==> config.mk <==
export PLATFORM = sky130hd
export DESIGN_NAME = tft_rect_fill
export DESIGN_NICKNAME = d
export VERILOG_FILES = /design/src/rtl/tft_rect_fill.sv
export SDC_FILE = /design/constraint.sdc
export NUM_CORES = 1
export LEC_CHECK = 0
export CORE_MARGIN = 2
export CORE_UTILIZATION = 55
export CTS_CLUSTER_SIZE = 24
export DETAILED_ROUTE_END_ITERATION = 16
export DONT_BUFFER_PORTS = 1
export PLACE_DENSITY = 0.7
export SETUP_SLACK_MARGIN = 0.3
export SLEW_MARGIN = 25
export SYNTH_ARGS = -nofsm -noshare
export SYNTH_HDL_FRONTEND = slang
export SYNTH_SLANG_ARGS = --single-unit
==> constraint.sdc <==
create_clock -name clk -period 10.2 [get_ports clk]
set_clock_uncertainty 0.1 [all_clocks]
set_input_delay 2.55 -clock clk [delete_from_list [all_inputs] [get_ports clk]]
set_output_delay 2.55 -clock clk [all_outputs]
set_load 0.005 [all_outputs]
==> src/rtl/tft_rect_fill.sv <==
// rtl/tft_rect_fill.sv - clipped solid RGB565 rectangle drawer feeding a byte-level SPI TFT transmitter
module tft_rect_fill #(
   parameter int COORD_W  = 9,
   parameter int SCREEN_W = 320,
   parameter int SCREEN_H = 240
) (
   input  logic               clk,
   input  logic               rst,
   input  logic               start,
   input  logic [COORD_W-1:0] x,
   input  logic [COORD_W-1:0] y,
   input  logic [COORD_W-1:0] w,
   input  logic [COORD_W-1:0] h,
   input  logic [15:0]        color,
   input  logic               tft_busy,
   output logic               tft_transmit,
   output logic               tft_dc,
   output logic [7:0]         tft_data,
   output logic               busy,
   output logic               done
);
   localparam int CW1   = COORD_W + 1;
   localparam int CNT_W = $clog2(SCREEN_W * SCREEN_H + 1);

   typedef enum logic [2:0] {S_IDLE, S_CALC, S_SKIP, S_HDR, S_PIX_HI, S_PIX_LO, S_FIN} state_t;
   typedef enum logic [1:0] {P_SEND, P_WAIT_ACK, P_WAIT_DONE} phase_t;

   state_t state, state_next;
   phase_t phase, phase_next;

   logic [COORD_W-1:0] x_r, y_r, w_r, h_r;
   logic [15:0]        color_r;
   logic [3:0]         hdr_idx;
   logic [CNT_W-1:0]   pix_cnt;

   logic [CW1-1:0]     x_end_raw, y_end_raw, x_end, y_end, span_x, span_y;
   logic [2*CW1-1:0]   area;
   logic [15:0]        xs16, xe16, ys16, ye16;
   logic               skip, in_byte, byte_strobe, byte_done, accept;
   logic               byte_dc;
   logic [7:0]         byte_data;

   // Clipping is done one bit wider than the coordinates so x+w-1 never wraps.
   assign x_end_raw = {1'b0, x_r} + {1'b0, w_r} - CW1'(1);
   assign y_end_raw = {1'b0, y_r} + {1'b0, h_r} - CW1'(1);
   assign x_end     = (x_end_raw > CW1'(SCREEN_W - 1)) ? CW1'(SCREEN_W - 1) : x_end_raw;
   assign y_end     = (y_end_raw > CW1'(SCREEN_H - 1)) ? CW1'(SCREEN_H - 1) : y_end_raw;
   assign span_x    = x_end - {1'b0, x_r} + CW1'(1);
   assign span_y    = y_end - {1'b0, y_r} + CW1'(1);
   assign area      = {{CW1{1'b0}}, span_x} * {{CW1{1'b0}}, span_y};
   assign skip      = (w_r == '0) || (h_r == '0) ||
                      ({1'b0, x_r} >= CW1'(SCREEN_W)) || ({1'b0, y_r} >= CW1'(SCREEN_H));

   assign xs16 = 16'(x_r);
   assign xe16 = 16'(x_end);
   assign ys16 = 16'(y_r);
   assign ye16 = 16'(y_end);

   assign in_byte     = (state == S_HDR) || (state == S_PIX_HI) || (state == S_PIX_LO);
   assign byte_strobe = in_byte && (phase == P_SEND) && !tft_busy;
   assign byte_done   = in_byte && (phase == P_WAIT_DONE) && !tft_busy;
   assign accept      = (state == S_IDLE) && start;

   // State register: top-level sequence plus the per-byte handshake phase.
   always_ff @(posedge clk) begin
      if (rst) begin
         state <= S_IDLE;
         phase <= P_SEND;
      end else begin
         state <= state_next;
         phase <= phase_next;
      end
   end

   // Next-state: sequence advances only when a byte has fully left the transmitter.
   always_comb begin
      state_next = state;
      phase_next = phase;
      case (state)
         S_IDLE:   if (start) state_next = S_CALC;
         S_CALC: begin
            state_next = skip ? S_SKIP : S_HDR;
            phase_next = P_SEND;
         end
         S_SKIP:   state_next = S_IDLE;
         S_HDR:    if (byte_done) state_next = (hdr_idx == 4'd10) ? S_PIX_HI : S_HDR;
         S_PIX_HI: if (byte_done) state_next = S_PIX_LO;
         S_PIX_LO: if (byte_done) state_next = (pix_cnt == CNT_W'(1)) ? S_FIN : S_PIX_HI;
         S_FIN:    state_next = S_IDLE;
         default:  state_next = S_IDLE;
      endcase
      if (in_byte) begin
         case (phase)
            P_SEND:      if (!tft_busy) phase_next = P_WAIT_ACK;
            P_WAIT_ACK:  if (tft_busy)  phase_next = P_WAIT_DONE;
            P_WAIT_DONE: if (!tft_busy) phase_next = P_SEND;
            default:     phase_next = P_SEND;
         endcase
      end
   end

   // Outputs: status flags and the byte that the current step would send.
   always_comb begin
      busy      = (state != S_IDLE) && (state != S_SKIP) && (state != S_FIN);
      done      = (state == S_SKIP) || (state == S_FIN);
      byte_dc   = 1'b1;
      byte_data = 8'h00;
      case (state)
         S_HDR: begin
            case (hdr_idx)
               4'd0:    begin byte_dc = 1'b0; byte_data = 8'h2A; end
               4'd1:    byte_data = xs16[15:8];
               4'd2:    byte_data = xs16[7:0];
               4'd3:    byte_data = xe16[15:8];
               4'd4:    byte_data = xe16[7:0];
               4'd5:    begin byte_dc = 1'b0; byte_data = 8'h2B; end
               4'd6:    byte_data = ys16[15:8];
               4'd7:    byte_data = ys16[7:0];
               4'd8:    byte_data = ye16[15:8];
               4'd9:    byte_data = ye16[7:0];
               4'd10:   begin byte_dc = 1'b0; byte_data = 8'h2C; end
               default: byte_data = 8'h00;
            endcase
         end
         S_PIX_HI: byte_data = color_r[15:8];
         S_PIX_LO: byte_data = color_r[7:0];
         default:  byte_data = 8'h00;
      endcase
   end

   // Datapath: request latch, header index, pixel counter and registered byte strobe.
   always_ff @(posedge clk) begin
      if (rst) begin
         x_r          <= '0;
         y_r          <= '0;
         w_r          <= '0;
         h_r          <= '0;
         color_r      <= '0;
         hdr_idx      <= '0;
         pix_cnt      <= '0;
         tft_transmit <= 1'b0;
         tft_dc       <= 1'b0;
         tft_data     <= 8'h00;
      end else begin
         if (accept) begin
            x_r     <= x;
            y_r     <= y;
            w_r     <= w;
            h_r     <= h;
            color_r <= color;
         end
         if (state == S_CALC) begin
            hdr_idx <= '0;
            pix_cnt <= CNT_W'(area);
         end
         tft_transmit <= byte_strobe;
         if (byte_strobe) begin
            tft_dc   <= byte_dc;
            tft_data <= byte_data;
         end
         if (byte_done && (state == S_HDR))    hdr_idx <= hdr_idx + 4'd1;
         if (byte_done && (state == S_PIX_LO)) pix_cnt <= pix_cnt - CNT_W'(1);
      end
   end
endmodule

* Word level (Yosys, flattened, before mapping)
Cells that the tools add are included.
** Storage, ports and cells
- Bits in registers :: 88
- Latch bits :: 0
- Bits in writable memories :: 0
- Bits in read-only memories :: 0
- Bits of input ports :: 56
- Output and inout port bits :: 12
- Logic and storage cells :: 102
- Memories :: 0
** Operators by class
- $add $sub $neg :: 10
- Multiply operators :: 1
- Divide/modulo/power cells :: 0
- Magnitude comparators :: 4
- Equal/unequal tests :: 25
- Shift operators :: 0
- Muxes and demuxes :: 24
- Bitwise gates (word level) :: 0
- Reduce and logical (&&, ||, !) cells :: 26
** Operator list (count)
- 8-bit case mux with 11 select lines :: 1
- 17-bit 2-to-1 mux :: 2
- 8-bit case mux with 3 select lines :: 1
- 10-bit by 1-bit adder with 10-bit output (second input constant) :: 2
- 9-bit by 9-bit adder with 10-bit output :: 2
- 10-bit 2-to-1 mux :: 2
- 10-bit by 1-bit subtractor with 10-bit output (second input constant) :: 2
- 10-bit by 9-bit subtractor with 10-bit output :: 2
- 9-bit logical NOT :: 2
- 17-bit by 1-bit == test with 1-bit output (second input constant) :: 1
- 10-bit by 10-bit multiplier with 17-bit output :: 1
- 17-bit by 1-bit subtractor with 17-bit output (second input constant) :: 1
- 4-bit by 3-bit == test with 1-bit output (second input constant) :: 4
- 3-bit 2-to-1 mux :: 5
- 3-bit case mux with 5 select lines :: 1
- 4-bit == test (second input constant) :: 3
- 2-bit 2-to-1 mux :: 6
- 10-bit by 8-bit > comparator with 1-bit output (second input constant) :: 1
- 10-bit by 9-bit > comparator with 1-bit output (second input constant) :: 1
- 3-bit == test (second input constant) :: 3
- 9-bit by 8-bit greater-or-equal comparator with 1-bit output (second input constant) :: 1
- 9-bit greater-or-equal comparator (second input constant) :: 1
- 1-bit logical AND :: 9
- 4-bit by 2-bit == test with 1-bit output (second input constant) :: 2
- other kinds (21) :: 34

* Logic depth before layout (Yosys ltp)
- Depth after elaboration :: 9
- Gate-level depth with buffers :: 46
- Depth with buffers taken out :: 45

* Worst setup path before layout
Ideal clock, no wire load.
- Path kind :: register -> register
- Start :: reg x_r[1]
- End :: reg pix_cnt[16]
- Setup time :: 133 ps
- Arrival :: 8605 ps
- Required time :: 9967 ps
- Slack :: 1363 ps
- Stages on the path, launching flop included :: 45
- Period minus slack after synthesis :: 8837 ps
- Cells stage by stage :: dfxtp_1 inv_1 ha_1 inv_1 ha_1 inv_1 fa_1 nor2b_1 o21ai_1 a21boi_1 o31ai_1 a21oi_1 xnor2_1 clkbuf_1 and3_1 ha_1 inv_1 ha_1 (+9 left out) fa_1 inv_1 fa_1 inv_1 fa_1 inv_1 fa_1 inv_1 ha_1 or3_1 o21ai_0 a21oi_1 a41o_1 nor4_1 nor3_1 a31oi_1 or2b_2 o221ai_1
** Between the ends
- Longest elaborated chain between the ends :: 9
** RTL lines
- start: declaration :: line 31 : logic [COORD_W-1:0] x_r, y_r, w_r, h_r;
- start signal: assignment :: line 134 : x_r <= '0;
- start signal: assignment :: line 146 : x_r <= x;
- 9-bit by 9-bit adder with 10-bit output :: line 44 : assign x_end_raw = {1'b0, x_r} + {1'b0, w_r} - CW1'(1);
- 10-bit by 1-bit subtractor with 10-bit output :: line 44
- 10-bit by 9-bit > comparator with 1-bit output :: line 46 : assign x_end = (x_end_raw > CW1'(SCREEN_W - 1)) ? CW1'(SCREEN_W - 1) : x_end_raw;
- 10-bit 2-to-1 mux :: line 46
- 10-bit by 9-bit subtractor with 10-bit output * :: line 48 : assign span_x = x_end - {1'b0, x_r} + CW1'(1);
- 10-bit by 1-bit adder with 10-bit output * :: line 48
- 10-bit by 10-bit multiplier with 17-bit output * :: line 50 : assign area = {{CW1{1'b0}}, span_x} * {{CW1{1'b0}}, span_y};
- 17-bit 2-to-1 mux * :: line 152 : if (state == S_CALC) begin
- 17-bit 2-to-1 mux * :: line 162 : if (byte_done && (state == S_PIX_LO)) pix_cnt <= pix_cnt - CNT_W'(1);
- end signal: assignment :: line 154 : pix_cnt <= CNT_W'(area);
- end signal: assignment :: line 162
- end: declaration :: line 34 : logic [CNT_W-1:0] pix_cnt;
Every way passes the cells marked *; elsewhere a longest branch is shown, timed or not. The select of a mux whose other input is x is not followed.
A chain may end at the register's enable or synchronous reset.

* Worst setup path after layout
Same ends and word-level chain as after synthesis.

==> results.yml <==
worst_setup_path:
  reg2reg_to: "pix_cnt[16]"
  crit_type: "flip-flop to flip-flop"
  r2r-start: "x_r[1]"
  r2r_cells: 42
  crit_path_frequent_cell: "inv_1"
  critPathMaxFanout: 7
  rrSetupSlack_ns: 0.88
  cpMaxStageDelayCell: "fa_1"
  slowest_delay_ns: 0.54
  cp.arrival_ns: 9.44
  critPathBufInv: 9
  setup.worst_path.start_class: "flip-flop"
  crit_start: "x_r[1]"
  critPathTopFamily: "adder cells"
  cp.required_ns: 10.31
  cp-end-kind: "flip-flop"
clock_network:
  numCtsBuffers: 9
  htreeDepth: 3
  cts_sinks: 88
  root_buffer: "clkbuf_16"
  clk_pin_slew_worst_paths_ns: 0.07
  clock_latency_ns: 0.36
  clockBufferDepth: 2
  tritoncts: "done"
  ctsHoldBuffers: 0
job:
  cap_violations: 0
place:
  port_buffers: 0
  dp_hpwl_mm: 18.48
  gp_congestion: 0.9260
grt:
  grtUsageMet1_pct: 33.15
  grt_util_met2_pct: 42.79
  grtUsageTotal_pct: 25.78
  busiest_layer: "met2"
  grtUsageMet3_pct: 3.318
  globalRouteOverflowTotal: 0
  grt_max_degree: 90
  antenna_found_initial: 0
  grt_pass1_wl_mm: 37.74
  grt_pass1_vias: 7824
synth:
  yosys-top-cells-area: "dfxtp_1 18%, ha_1 15%, fa_1 13%"
  ys_ff_latch: 88
  async_flop_share_pct: 0
  yosysWarnings: 0
  synth_top_area_share_pct: 18.41
  syn-instance-count: 1242
  synth_area_um2: 9569
  ys_types: 84
  yosysSeqAreaShare_pct: 18.41
  ys.flop_type: "dfxtp_1"
  synth.net_count: 1477
  synth-edff-count: 0
  postSynthAreaPerCell_um2: 7.705
  yosys.area.top_type: "dfxtp_1"
cells_and_area:
  num-nets-final: 1449
  final_cell_mix: "184 x nand2_1, 178 x inv_1, 115 x ha_1"
  antenna_cells: 0
  final_common_cell: "nand2_1"
  area_growth_pct: 5.478
  drive_gt1_share_pct: 6.727
status:
  status: "complete, no violations"
timing:
  hold_viol: 0
  fin_crit_sh_pct: 91.41
  rsz0062_at_grt: "false"
  tns_ns: 0
  worstMarginPinSlew_ns: 1.006
  relSlewSlack_pct: 32.86
  finalSetupViolations: 0
  fmax_ghz: 0.1072
  drv_slew: 0
  fin_crit_ns: 9.324
route:
  drcViolationCount: 0
  post_drt_wl_per_cell_um: 16.18
  viasPerCell: 5.679
  dr_total_vias: 8201
  drtIter0Drc: 502
  drt_pass1_iterations: 5
  ant_nets: 0
  wirelength_mm: 23.36
floorplan:
  core_area_um2: 17180
  rows: 48
  dieWidth_um: 135.9
  die_area_um2: 18470
  die_h_um: 135.9
  start_util_pct: 55.71
  io_pins: 68
min_path:
  holdPathStages: 2
  hold_start: "color_r[1]"
  hold_path_class: "flip-flop to flip-flop"
  worstHoldEndpoint: "color_r[1]"
-- sequential cells by signal, summed over array words and instances (netlist names) --
signal and flops:
y_r 9, state 3, tft_transmit 1, w_r 9, hdr_idx 4, color_r 16
x_r 9, tft_data 8, h_r 9, pix_cnt 17, tft_dc 1, phase 2
-- timing repair --
| action | CTS | global route |
|---|---|---|
| endpoints found under the setup margin | 0 | 4 |
| setup buffers | 0 | 2 |
| hold endpoints to repair | 0 | 0 |
| gates resized for setup | 0 | 11 |
-- stage by stage --
| stage | area, um2 | util [%] | worst slack, ns | instances | hold WS, ns |
|---|---|---|---|---|---|
| after floorplan | 9569 | - | 1.363 | 1242 | 0.3329 |
| after global placement | 9707 | 56.51 | 0.7332 | 1426 | 0.3353 |
| after detailed placement | 9707 | 56.51 | 0.5852 | 1426 | 0.3366 |
| after CTS | 10020 | 58.34 | 0.5521 | 1442 | 0.3473 |
| after global routing | 10090 | 58.76 | 0.2881 | 1444 | 0.3739 |
| final | 10090 | 58.76 | 0.8757 | 1444 | 0.3495 |
-- cell type report --
cell class / count / area [um2]
inverters: 179 / 671.9
multi-input cells: 926 / 6988
repair buffers: 10 / 75.07
clock inverters: 6 / 75.07
well taps: 225 / 281.5
clock buffers: 10 / 239.0
fillers: 1665 / 7083
flip-flops and latches: 88 / 1763
-- Yosys cell counts (3+ instances only) --
library cell,instances
or2_2,8
clkbuf_1,37
mux2_2,3
nor3_1,17
nor3_2,6
a21oi_2,3
nand2_1,184
o22ai_1,5
a21o_1,8
nor2_1,107
dfxtp_1,88
a31o_2,3
xor2_1,20
nand4_1,6
inv_1,178
o21ai_0,36
o2111ai_1,4
nand3_1,21
buf_2,9
a21oi_1,108
fa_1,64
mux2i_1,9
ha_1,115
o21a_1,6
a31oi_1,19
a211oi_1,5
a311oi_1,3
nor4_1,9
o31ai_1,3
xnor2_1,21
and3_1,4
o221ai_1,3
nand2b_1,24
or3_1,4
nand3b_1,9
nor2b_1,9
o21ai_1,7
o21bai_1,7
and2_1,11
-- per-layer routing --
metal	vias up	wire [um]
met5	-	0
met4	0	892
met3	46	994
met2	214	10950
met1	3886	10530
li1	4055	-
-- kinds of logic after synthesis --
family | share of synthesized area (%)
compound gates | 16.33
xor+xnor | 4.616
fa+ha+maj | 28.43
buf+inv | 9.270
flops | 18.41
mux | 1.294
other cells | 0.03919
simple gates | 21.61
-- tightest hold or removal path: stages (launching register included) --
cell	delay [ns]
dfxtp_1	0.31
nand2_1	0.05
a21oi_1	0.05
-- worst max path at each step --
stage | to | slack (ns) | depth (start not counted)
floorplan | pix_cnt[16] | 1.36 | 44
global placement | pix_cnt[16] | 0.73 | 42
detailed placement | pix_cnt[16] | 0.59 | 42
CTS | pix_cnt[16] | 0.55 | 42
global route | pix_cnt[16] | 0.29 | 43
finish | pix_cnt[16] | 0.88 | 42
Power is left out: the tool's default activity adds up to more than one toggle a clock period on the data nets, which glitch-free logic cannot reach.
